==> src/rtl/mem_pkg.sv <==
`default_nettype none
// ============================================================================
// Module   : mem_pkg
// Purpose  : Shared types and constants for the MIPS memory-access stage:
//            memory-op encodings, FSM state encodings, byte-enable constants
//            and small op-classification helpers.
// Revision : 1.0 - initial release
// ============================================================================
package mem_pkg;

  typedef enum logic [3:0] {
    MEM_NONE = 4'd0,
    LB       = 4'd1,
    LBU      = 4'd2,
    LH       = 4'd3,
    LHU      = 4'd4,
    LW       = 4'd5,
    SB       = 4'd6,
    SH       = 4'd7,
    SW       = 4'd8
  } mem_op_t;

  typedef enum logic [0:0] {
    IDLE = 1'b0,
    BUS  = 1'b1
  } state_t;

  localparam logic [3:0]  BE_NONE    = 4'b0000;
  localparam logic [3:0]  BE_BYTE0   = 4'b0001;
  localparam logic [3:0]  BE_LO_HALF = 4'b0011;
  localparam logic [3:0]  BE_HI_HALF = 4'b1100;
  localparam logic [3:0]  BE_WORD    = 4'b1111;
  localparam logic [31:0] ZERO_WORD  = 32'h0000_0000;

  function automatic logic is_load(input logic [3:0] op);
    case (op)
      LB, LBU, LH, LHU, LW: return 1'b1;
      default:              return 1'b0;
    endcase
  endfunction

  function automatic logic is_store(input logic [3:0] op);
    case (op)
      SB, SH, SW: return 1'b1;
      default:    return 1'b0;
    endcase
  endfunction

  // Unknown encodings are not memory ops and flow through like MEM_NONE.
  function automatic logic is_mem(input logic [3:0] op);
    return is_load(op) || is_store(op);
  endfunction

endpackage
`default_nettype wire

==> src/rtl/mem_access_if.sv <==
`default_nettype none
// ============================================================================
// Module   : mem_access_if
// Purpose  : Bundle of the memory-stage signals: EX/MEM handshake, data-bus
//            request/acknowledge and register-file write port.
//            modport slave  - the memory stage (mem_access)
//            modport master - its environment (pipeline, bus, register file)
// Revision : 1.0 - initial release
// ============================================================================
interface mem_access_if;
  logic        in_valid;
  logic        in_ready;
  logic [3:0]  in_op;
  logic [31:0] in_addr;
  logic [31:0] in_wdata;
  logic [4:0]  in_dest;
  logic        in_we;
  logic        dbus_req;
  logic        dbus_wr;
  logic [31:0] dbus_addr;
  logic [3:0]  dbus_be;
  logic [31:0] dbus_wdata;
  logic        dbus_ack;
  logic [31:0] dbus_rdata;
  logic        wb_we;
  logic [4:0]  wb_dest;
  logic [31:0] wb_result;
  logic        bus_err;

  modport slave (
    input  in_valid, in_op, in_addr, in_wdata, in_dest, in_we,
    input  dbus_ack, dbus_rdata,
    output in_ready, dbus_req, dbus_wr, dbus_addr, dbus_be, dbus_wdata,
    output wb_we, wb_dest, wb_result, bus_err
  );

  modport master (
    output in_valid, in_op, in_addr, in_wdata, in_dest, in_we,
    output dbus_ack, dbus_rdata,
    input  in_ready, dbus_req, dbus_wr, dbus_addr, dbus_be, dbus_wdata,
    input  wb_we, wb_dest, wb_result, bus_err
  );
endinterface
`default_nettype wire

==> src/rtl/mem_align.sv <==
`default_nettype none
// ============================================================================
// Module   : mem_align
// Purpose  : Combinational lane logic. From op and addr[1:0] produces store
//            byte enables and lane-replicated store data, the extended load
//            result from read data, and a misalignment flag.
//            Macro MEM_ALIGN_CHECK_EN enables the misalignment flag; when it
//            is undefined the flag is tied to 0.
// Ports    : i_op, i_a, i_wdata, i_rdata -> o_be, o_wdata, o_ldata, o_misalign
// Revision : 1.0 - initial release
// ============================================================================
module mem_align
  import mem_pkg::*;
(
  input  logic [3:0]  i_op,
  input  logic [1:0]  i_a,
  input  logic [31:0] i_wdata,
  input  logic [31:0] i_rdata,
  output logic [3:0]  o_be,
  output logic [31:0] o_wdata,
  output logic [31:0] o_ldata,
  output logic        o_misalign
);

  logic [7:0]  w_byte;
  logic [15:0] w_half;

  always_comb begin
    w_byte = i_rdata[7:0];
    case (i_a)
      2'd1:    w_byte = i_rdata[15:8];
      2'd2:    w_byte = i_rdata[23:16];
      2'd3:    w_byte = i_rdata[31:24];
      default: w_byte = i_rdata[7:0];
    endcase
    // Halfword lane is chosen by a[1] only; a[0] never shifts the lane.
    w_half = i_a[1] ? i_rdata[31:16] : i_rdata[15:0];

    o_ldata = i_rdata;
    case (i_op)
      LB:      o_ldata = {{24{w_byte[7]}}, w_byte};
      LBU:     o_ldata = {24'd0, w_byte};
      LH:      o_ldata = {{16{w_half[15]}}, w_half};
      LHU:     o_ldata = {16'd0, w_half};
      default: o_ldata = i_rdata;
    endcase

    // Loads and non-memory ops drive no byte enables.
    o_be    = BE_NONE;
    o_wdata = ZERO_WORD;
    case (i_op)
      SB: begin
        o_be    = BE_BYTE0 << i_a;
        o_wdata = {4{i_wdata[7:0]}};
      end
      SH: begin
        o_be    = i_a[1] ? BE_HI_HALF : BE_LO_HALF;
        o_wdata = {2{i_wdata[15:0]}};
      end
      SW: begin
        o_be    = BE_WORD;
        o_wdata = i_wdata;
      end
      default: begin
        o_be    = BE_NONE;
        o_wdata = ZERO_WORD;
      end
    endcase
  end

`ifdef MEM_ALIGN_CHECK_EN
  always_comb begin
    o_misalign = 1'b0;
    case (i_op)
      LH, LHU, SH: o_misalign = i_a[0];
      LW, SW:      o_misalign = |i_a;
      default:     o_misalign = 1'b0;
    endcase
  end
`else
  assign o_misalign = 1'b0;
`endif

endmodule
`default_nettype wire

==> src/rtl/mem_access.sv <==
`default_nettype none
// ============================================================================
// Module   : mem_access
// Purpose  : MIPS memory-access stage with MEM/WB result register. Accepts
//            one instruction per handshake, performs loads/stores over a
//            request/acknowledge data bus with a timeout, and drives a
//            registered one-cycle register-file write pulse.
//            Macro MEM_ALIGN_CHECK_EN rejects misaligned halfword/word ops
//            with a bus_err pulse instead of issuing them.
// Ports    : clk, rst (async, active-low), mif (mem_access_if.slave)
// Params   : BUS_TIMEOUT - cycles to wait for ack, 0 disables the timeout
// Revision : 1.0 - initial release
// ============================================================================
module mem_access
  import mem_pkg::*;
#(
  parameter int BUS_TIMEOUT = 255
) (
  input  logic          clk,
  input  logic          rst,
  mem_access_if.slave   mif
);

  localparam int c_cw = (BUS_TIMEOUT > 1) ? $clog2(BUS_TIMEOUT) : 1;
  // Counter value at which the wait has lasted BUS_TIMEOUT cycles.
  localparam logic [c_cw-1:0] c_to_last =
    (BUS_TIMEOUT > 0) ? c_cw'(BUS_TIMEOUT - 1) : '0;

  state_t          r_state, w_state_nxt;
  mem_op_t         r_op;
  logic [1:0]      r_a;
  logic [4:0]      r_dest;
  logic            r_we;
  logic [c_cw-1:0] r_cnt;

  logic            r_dbus_wr;
  logic [31:0]     r_dbus_addr;
  logic [3:0]      r_dbus_be;
  logic [31:0]     r_dbus_wdata;
  logic            r_wb_we;
  logic [4:0]      r_wb_dest;
  logic [31:0]     r_wb_result;
  logic            r_bus_err;

  logic            w_accept, w_issue, w_misalign_err, w_complete, w_timeout;
  logic [3:0]      w_op, w_be;
  logic [1:0]      w_a;
  logic [31:0]     w_st_wdata, w_ldata;
  logic            w_misalign;

  // One lane unit serves both phases: in IDLE it steers the incoming
  // request, in BUS it extracts load data for the latched request.
  assign w_op = (r_state == BUS) ? r_op : mif.in_op;
  assign w_a  = (r_state == BUS) ? r_a  : mif.in_addr[1:0];

  mem_align u_align (
    .i_op       (w_op),
    .i_a        (w_a),
    .i_wdata    (mif.in_wdata),
    .i_rdata    (mif.dbus_rdata),
    .o_be       (w_be),
    .o_wdata    (w_st_wdata),
    .o_ldata    (w_ldata),
    .o_misalign (w_misalign)
  );

  always_ff @(posedge clk or negedge rst) begin
    if (!rst) r_state <= IDLE;
    else      r_state <= w_state_nxt;
  end

  always_comb begin
    w_state_nxt    = r_state;
    w_accept       = 1'b0;
    w_issue        = 1'b0;
    w_misalign_err = 1'b0;
    w_complete     = 1'b0;
    w_timeout      = 1'b0;
    case (r_state)
      IDLE: begin
        if (mif.in_valid) begin
          w_accept = 1'b1;
          if (is_mem(mif.in_op)) begin
            if (w_misalign) begin
              w_misalign_err = 1'b1;
            end else begin
              w_issue     = 1'b1;
              w_state_nxt = BUS;
            end
          end
        end
      end
      BUS: begin
        if (mif.dbus_ack) begin
          w_complete  = 1'b1;
          w_state_nxt = IDLE;
        end else if ((BUS_TIMEOUT != 0) && (r_cnt == c_to_last)) begin
          w_timeout   = 1'b1;
          w_state_nxt = IDLE;
        end
      end
      default: w_state_nxt = IDLE;
    endcase
  end

  always_ff @(posedge clk or negedge rst) begin
    if (!rst) begin
      r_op         <= MEM_NONE;
      r_a          <= 2'd0;
      r_dest       <= 5'd0;
      r_we         <= 1'b0;
      r_cnt        <= '0;
      r_dbus_wr    <= 1'b0;
      r_dbus_addr  <= ZERO_WORD;
      r_dbus_be    <= BE_NONE;
      r_dbus_wdata <= ZERO_WORD;
      r_wb_we      <= 1'b0;
      r_wb_dest    <= 5'd0;
      r_wb_result  <= ZERO_WORD;
      r_bus_err    <= 1'b0;
    end else begin
      r_wb_we   <= 1'b0;
      r_bus_err <= w_timeout || w_misalign_err;

      if (w_accept && !is_mem(mif.in_op)) begin
        r_wb_result <= mif.in_addr;
        r_wb_dest   <= mif.in_dest;
        r_wb_we     <= mif.in_we && (mif.in_dest != 5'd0);
      end

      if (w_issue) begin
        r_op         <= mem_op_t'(mif.in_op);
        r_a          <= mif.in_addr[1:0];
        r_dest       <= mif.in_dest;
        r_we         <= mif.in_we;
        r_cnt        <= '0;
        r_dbus_wr    <= is_store(mif.in_op);
        r_dbus_addr  <= {mif.in_addr[31:2], 2'b00};
        r_dbus_be    <= w_be;
        r_dbus_wdata <= w_st_wdata;
      end else if ((r_state == BUS) && !mif.dbus_ack) begin
        r_cnt <= r_cnt + 1'b1;
      end

      if (w_complete && is_load(r_op)) begin
        r_wb_result <= w_ldata;
        r_wb_dest   <= r_dest;
        r_wb_we     <= r_we && (r_dest != 5'd0);
      end
    end
  end

  assign mif.in_ready   = (r_state == IDLE);
  assign mif.dbus_req   = (r_state == BUS);
  assign mif.dbus_wr    = r_dbus_wr;
  assign mif.dbus_addr  = r_dbus_addr;
  assign mif.dbus_be    = r_dbus_be;
  assign mif.dbus_wdata = r_dbus_wdata;
  assign mif.wb_we      = r_wb_we;
  assign mif.wb_dest    = r_wb_dest;
  assign mif.wb_result  = r_wb_result;
  assign mif.bus_err    = r_bus_err;

endmodule
`default_nettype wire

==> src/flat_wrapper.sv <==
// flat-port wrapper written by rule: the top's interface ports become plain ports
module mem_access_flat import mem_pkg::*;
#(
  parameter int BUS_TIMEOUT = 255
)
  (clk, rst, mif_in_valid, mif_in_op, mif_in_addr, mif_in_wdata, mif_in_dest, mif_in_we, mif_dbus_ack, mif_dbus_rdata, mif_in_ready, mif_dbus_req, mif_dbus_wr, mif_dbus_addr, mif_dbus_be, mif_dbus_wdata, mif_wb_we, mif_wb_dest, mif_wb_result, mif_bus_err);
  mem_access_if mif_i ();
  input  logic clk;
  input  logic rst;
  input wire logic [$bits(mif_i.in_valid)-1:0] mif_in_valid;
  input wire logic [$bits(mif_i.in_op)-1:0] mif_in_op;
  input wire logic [$bits(mif_i.in_addr)-1:0] mif_in_addr;
  input wire logic [$bits(mif_i.in_wdata)-1:0] mif_in_wdata;
  input wire logic [$bits(mif_i.in_dest)-1:0] mif_in_dest;
  input wire logic [$bits(mif_i.in_we)-1:0] mif_in_we;
  input wire logic [$bits(mif_i.dbus_ack)-1:0] mif_dbus_ack;
  input wire logic [$bits(mif_i.dbus_rdata)-1:0] mif_dbus_rdata;
  output wire logic [$bits(mif_i.in_ready)-1:0] mif_in_ready;
  output wire logic [$bits(mif_i.dbus_req)-1:0] mif_dbus_req;
  output wire logic [$bits(mif_i.dbus_wr)-1:0] mif_dbus_wr;
  output wire logic [$bits(mif_i.dbus_addr)-1:0] mif_dbus_addr;
  output wire logic [$bits(mif_i.dbus_be)-1:0] mif_dbus_be;
  output wire logic [$bits(mif_i.dbus_wdata)-1:0] mif_dbus_wdata;
  output wire logic [$bits(mif_i.wb_we)-1:0] mif_wb_we;
  output wire logic [$bits(mif_i.wb_dest)-1:0] mif_wb_dest;
  output wire logic [$bits(mif_i.wb_result)-1:0] mif_wb_result;
  output wire logic [$bits(mif_i.bus_err)-1:0] mif_bus_err;
  assign mif_i.in_valid = mif_in_valid;
  assign mif_i.in_op = mif_in_op;
  assign mif_i.in_addr = mif_in_addr;
  assign mif_i.in_wdata = mif_in_wdata;
  assign mif_i.in_dest = mif_in_dest;
  assign mif_i.in_we = mif_in_we;
  assign mif_i.dbus_ack = mif_dbus_ack;
  assign mif_i.dbus_rdata = mif_dbus_rdata;
  assign mif_in_ready = mif_i.in_ready;
  assign mif_dbus_req = mif_i.dbus_req;
  assign mif_dbus_wr = mif_i.dbus_wr;
  assign mif_dbus_addr = mif_i.dbus_addr;
  assign mif_dbus_be = mif_i.dbus_be;
  assign mif_dbus_wdata = mif_i.dbus_wdata;
  assign mif_wb_we = mif_i.wb_we;
  assign mif_wb_dest = mif_i.wb_dest;
  assign mif_wb_result = mif_i.wb_result;
  assign mif_bus_err = mif_i.bus_err;
  mem_access #(.BUS_TIMEOUT(BUS_TIMEOUT)) u_core (.clk(clk), .rst(rst), .mif(mif_i));
endmodule
==> config.mk <==
export PLATFORM = sky130hd
export DESIGN_NAME = mem_access_flat
export DESIGN_NICKNAME = d
export VERILOG_FILES = /design/src/rtl/mem_pkg.sv /design/src/rtl/mem_access_if.sv /design/src/rtl/mem_align.sv /design/src/rtl/mem_access.sv /design/src/flat_wrapper.sv
export SDC_FILE = /design/constraint.sdc
export NUM_CORES = 1
export LEC_CHECK = 0
export CORE_MARGIN = 3
export CORE_UTILIZATION = 49
export CTS_CLUSTER_DIAMETER = 30
export CTS_CLUSTER_SIZE = 16
export DETAILED_ROUTE_END_ITERATION = 16
export PLACE_DENSITY = 0.93
export REMOVE_ABC_BUFFERS = 1
export SYNTH_ARGS = -nofsm -noshare
export SYNTH_HDL_FRONTEND = slang
export SYNTH_SLANG_ARGS = --single-unit
==> constraint.sdc <==
create_clock -name clk -period 5.8 [get_ports clk]
set_clock_uncertainty 0.2 [all_clocks]
set_input_delay 0.58 -clock clk [delete_from_list [all_inputs] [get_ports clk]]
set_output_delay 0.58 -clock clk [all_outputs]
set_load 0.02 [all_outputs]
==> Word-level counts from Yosys, hierarchy flattened <==
Cells that the tools add are included.
{ "word_totals": {"ff_bits": 127, "out_inout_bits": 110} }
{ "classes": {"n_addsub": 1, "eq_ne": 24, "shifts": 1, "mux": 36, "bitwise": 1, "n_reduce_logical": 16} }
{ "ops": {"columns": ["cell", "n"], "rows": [
  ["$pmux W32 S4", 1],
  ["$pmux W32 S3", 1],
  ["$mux W32", 2],
  ["$eq A4 B3 Y1 const B", 9],
  ["$eq A4 B2 Y1 const B", 6],
  ["$pmux W8 S3", 1],
  ["$mux W1", 21],
  ["$mux W16", 1],
  ["$mux W8", 2],
  ["$eq A4 B1 Y1 const B", 3],
  ["$pmux W4 S3", 1],
  ["$mux W5", 2],
  ["$reduce_bool A5 Y1", 2],
  ["$reduce_or A5 Y1", 2],
  ["$add A8 B1 Y8 const B", 1],
  ["$eq A4 B4 Y1 const B", 2],
  ["$eq A8 B8 Y1 const B", 1],
  ["$mux W4", 2],
  ["$logic_and A1 B1 Y1", 5],
  ["$eq A2 B2 Y1 const B", 2],
  ["$reduce_bool A2 Y1", 2],
  ["$shl A1 B2 Y4 const A", 1],
  ["$reduce_or A3 Y1", 1],
  ["$eq A2 B1 Y1 const B", 1],
  ["other kinds (5)", 7]
]} }

==> Logic depth before layout (Yosys ltp) <==
{ "depth": {"ltp_word": 10, "mapped_depth": 10, "mapped_depth_nobuf": 5} }

==> By module <==
From an unflattened synthesis, not the netlist that was laid out.
{ "unflattened": {"hier_cells": 609, "area_unflattened_um2": 6891.6} }
{ "by_module_without_submodules": {"columns": ["mod", "instances", "cells_each", "area_each_um2", "seq_area_each_um2"], "rows": [
  ["mem_access", 1, 414, 5352.6, 3178.0],
  ["mem_align", 1, 195, 1539.0, 0.0]
]} }

==> Least setup slack after synthesis <==
OpenSTA, ideal clock, no wires.
{ "synth_timing": {"kind": "reg-to-reg", "start": "register u_core.r_state (netlist: u_core.mif.dbus_req)", "end": "register u_core.r_wb_result[21] (netlist: u_core.mif.wb_result[21])", "setup_ps": 82, "t_arrival_ps": 2128, "slack_ps": 3390, "path_stages_with_launch": 8, "n_path_buf": 2, "synth_period_minus_slack_ps": 2410, "path_cell_list": "dfrtp_1 -> buf_6 -> mux2i_1 -> mux4_2 -> o221ai_4 -> buf_6 -> a21oi_1 -> a31oi_1"} }
{ "synth_between": {"elab_chain_len": 5, "word_cells_on_any_way": 18, "classes_between": "eq/ne (7); mux (8); reduce/logical (3)"} }
{ "synth_lines": {"columns": ["element", "line", "rtl"], "rows": [
  ["from (decl)", "mem_access.sv:29", "state_t r_state, w_state_nxt;"],
  ["from (signal assigned)", "mem_access.sv:69", "else r_state <= w_state_nxt;"],
  ["$mux W2", "mem_access.sv:54", "assign w_a = (r_state == BUS) ? r_a : mif.in_addr[1:0];"],
  ["$eq A2 B2 Y1 / $eq A2 B1 Y1 (equally long branches)", "mem_align.sv:30", "case (i_a)"],
  ["$pmux W8 S3", "mem_align.sv:30", null],
  ["$pmux W32 S4", "mem_align.sv:40", "case (i_op)"],
  ["$mux W32", "mem_access.sv:145", "if (w_complete && is_load(r_op)) begin"],
  ["to (signal assigned)", "mem_access.sv:126", "r_wb_result <= mif.in_addr;"],
  ["to (signal assigned)", "mem_access.sv:146", "r_wb_result <= w_ldata;"],
  ["to (decl)", "mem_access.sv:42", "logic [31:0] r_wb_result;"]
]} }
Several ways; a longest one is shown, not always the timed one.
A chain may end at the register's enable or synchronous reset.

==> Final worst setup path <==
{ "layout_timing": {"start": "input mif_in_op[3]", "end": "register u_core.r_dbus_wdata[14] (netlist: u_core.mif.dbus_wdata[14])"} }
{ "layout_between": {"elab_chain_len": 9, "word_cells_on_any_way": 25, "classes_between": "eq/ne (11); mux (11); reduce/logical (3)"} }
{ "layout_lines": {"columns": ["element", "line", "rtl"], "rows": [
  ["from (decl)", "flat_wrapper.sv:11", "input wire logic [$bits(mif_i.in_op)-1:0] mif_in_op;"],
  ["$eq A4 B1 Y1, or another cell as far along", "mem_pkg.sv:36", "case (op)"],
  ["$reduce_or A5 Y1 / $reduce_or A3 Y1 (equally long branches)", "mem_pkg.sv:36, mem_pkg.sv:43", null],
  ["$mux W1 (on tied branches)", "mem_pkg.sv:36, mem_pkg.sv:43", null],
  ["$mux W1", "mem_access.sv:81", "if (mif.in_valid) begin"],
  ["$mux W1", "mem_access.sv:79", "case (r_state)"],
  ["$logic_or A1 B1 Y1", "mem_pkg.sv:51", "return is_load(op) || is_store(op);"],
  ["$mux W1", "mem_access.sv:83", "if (is_mem(mif.in_op)) begin"],
  ["$mux W1", "mem_access.sv:81", null],
  ["$mux W1", "mem_access.sv:79", null],
  ["to (signal assigned)", "mem_access.sv:140", "r_dbus_wdata <= w_st_wdata;"],
  ["to (decl)", "mem_access.sv:39", "logic [31:0] r_dbus_wdata;"]
]} }
Several ways; a longest one is shown, not always the timed one. The select of a mux whose other input is x is not followed.

==> out/metrics.yaml <==
status: "complete, no violations"
root_buffer: "clkbuf_16"
cp_cell_sequence: "clkdlybuf4s50_1, nor4_1, or3_2, buf_4, a221oi_1, nor2_1"
drt-pass1-iter-count: 6
synth_top_family_by_area: "simple AND/OR/NAND/NOR gates"
gp_congestion: 0.8497
yosysWarnings: 0
slew_headroom: 0.2761
clkPwrFrac: 0.281
grt_first_pass_wirelength_um: 32840
cp-end-kind: "register"
yosysSeqAreaShare: 0.5093
ys.flop_type: "dfrtp_1"
h-tree-depth: 4
setup_viol: 0
cts_resized: 0
tns_ps: 0
grt-ovfl-total: 0
hold_viol_final: 0
synth_area_leaders: "dfrtp_1 51%, nand2_1 11%, nor2_1 4.9%"
wl_per_cell_um: 19.57
grt_pass1_vias: 6085
dieArea_mm2: 0.01412
muxShareOfSynthArea: 0.05855
p_seq_frac: 0.347
synth_common_cells: "177 x nand2_1, 127 x dfrtp_1, 81 x nor2_1"
drive_gt1_frac: 0.07079
dp_hpwl_um: 14150
syn_area_mm2: 0.006240
cts-buffers-inserted: 17
num_vias: 6246
synth_xor_area_frac: 0.009826
viasPerCell: 5.904
wl_um: 20700
ant_nets: 0
portBuffers: 217
combPwrFrac: 0.372
worst_pin_slew_ps: 1082
vdd_drop_max_v: 0.0002825
startpoint_type: "primary input"
io_pins: 220
yosysMostFrequentCell: "nand2_1"
min_path_type: "primary input to async pin"
core_area_mm2: 0.01221
drc_errors: 0
rsz0062_at_grt: "no"
synth_top_area_frac: 0.5093
areaGrowthSynthToFinish_pct: 45.16
die_w_um: 118.8
synth_edf_count: 0
antenna_cells: 0
drv_slew: 0
drv_cap: 0
swShare: 0.3435
power.internal_mw: 2.426
yosys.area_share.simple: 0.1941
synth-adder-area-share: 0.005615
syn-instance-count: 678
clock-sinks: 127
fmax_mhz: 292.4
ys_ff_latch: 127
power.switching_mw: 1.269
grt_max_degree: 69
grt.total_usage: 0.2929
critPathLaunch: "mif_in_op[3]"
dieHeight_um: 118.8
postLayoutCoreUtil: 0.7417
synth-compound-area-share: 0.1777
hold_buffers: 0
cts_setup_buffers: 0
leakagePower_nw: 3.965
critical_path_required_ps: 5940
arrival_ps: 3570
rr_startpoint: "u_core.mif.dbus_req"
path_clk_slew_ps: 50
first_iter_violations: 851
start_util: 0.5110
cts_buffer_depth: 2
p_per_area_mw_per_mm2: 407.9
synth_cell_types: 56
avgSynthCellArea_um2: 9.203
period_share: 0.5897
grt_antenna_before_repair: 0
fp-row-count: 40
max_stage_delay_ps: 840
yosys.area.top_type: "dfrtp_1"
nNetsFinal: 991
cp_max_fo: 44
fin_crit_ps: 3420
insertion_delay_ps: 420
synthArstFlopShare: 1.000
crit_path_top_delay_cell: "or3_2"
crit_type: "primary input to register"
cts_tree: "built"
sequential cells by signal, summed over array words and instances (netlist names):
name / cells
u_core.mif.wb_result: 32
u_core.r_dest: 5
u_core.r_we: 1
u_core.mif.bus_err: 1
u_core.mif.wb_dest: 5
u_core.r_op: 4
u_core.r_cnt: 8
u_core.mif.dbus_be: 4
u_core.r_a: 2
u_core.mif.dbus_wr: 1
u_core.mif.dbus_addr: 30
u_core.mif.dbus_wdata: 32
u_core.mif.wb_we: 1
u_core.mif.dbus_req: 1
placed cells by master (no fill, tap or decap), types with 9 or more instances in the layout:
cell type        count
nand2_1            177
o21ai_0             24
mux2i_1             18
mux2_2              11
a221oi_1            30
a21oi_1             34
buf_4               10
a31oi_1             18
dfrtp_1            127
inv_1                9
clkbuf_16           17
nor2_1              81
clkdlybuf4s50_1    216
o22ai_1             14
worst max-delay path, delay by kind of cell:
| kind | cells | cell delay, ps |
|---|---|---|
| buf+inv | 2 | 1040 |
| compound gates | 1 | 120 |
| simple gates | 3 | 1800 |
final timing paths:
check	depth (start not counted)	slack, ps	end
setup reg to reg	6	2610	u_core.mif.wb_result[16]
hold reg to reg	2	270	u_core.mif.dbus_addr[8]
setup / recovery	6	2380	u_core.mif.dbus_wdata[14]
min in group clk	2	270	u_core.mif.dbus_addr[8]
max in group asynchronous	2	4030	u_core.mif.dbus_addr[15]
hold / removal	1	70	u_core.mif.dbus_wdata[23]
layout make-up:
cell class              instances  area [um^2]
clock buffers                  24        491.7
clock inverters                 6        82.58
fillers                       835         3154
inverters                       9        33.78
multi-input cells             498         2824
flip-flops and latches        127         3178
well taps                     168        210.2
repair buffers                226         2237
cell families after synthesis:
group,after synthesis
adders and majority gates,3
buffers and inverters,54
and+or+nand+nor,294
xor gates and xnor gates,7
DFF,127
muxes,33
AOI/OAI and AO/OA,159
other,1
power groups by stage:
stage                     clock network [mW]  registers (mW)  logic [mW]
after floorplan                            0            1.54       0.403
after global placement                     0            1.28        1.34
after detailed placement                   0            1.28        1.36
after CTS                               1.05            1.28        1.38
after global routing                    1.09            1.31        1.47
final                                   1.04            1.28        1.38
through the flow:
| stage | instance area, um^2 | hold slack, ps | instances | power (mW) | setup slack (ps) |
|---|---|---|---|---|---|
| CTS | 9057 | 99.07 | 1058 | 3.701 | 2479 |
| floorplan | 6001 | 84.41 | 634 | 1.939 | 51.29 |
| detailed placement | 8483 | 261.7 | 1028 | 2.647 | 2086 |
| global placement | 8483 | 258.1 | 1028 | 2.613 | 2181 |
| global route | 9057 | 120.5 | 1058 | 3.866 | 2183 |
| finish | 9057 | 68.21 | 1058 | 3.694 | 2380 |
layer usage:
layer	vias up	GRT usage	routed length [um]
li1	2801	-	-
met1	3023	0.3734	8105
met2	368	0.4657	10120
met3	54	0.08215	1692
met4	0	0.1332	782
met5	-	0	0
Note: power is estimated with default switching activity, not from simulation.
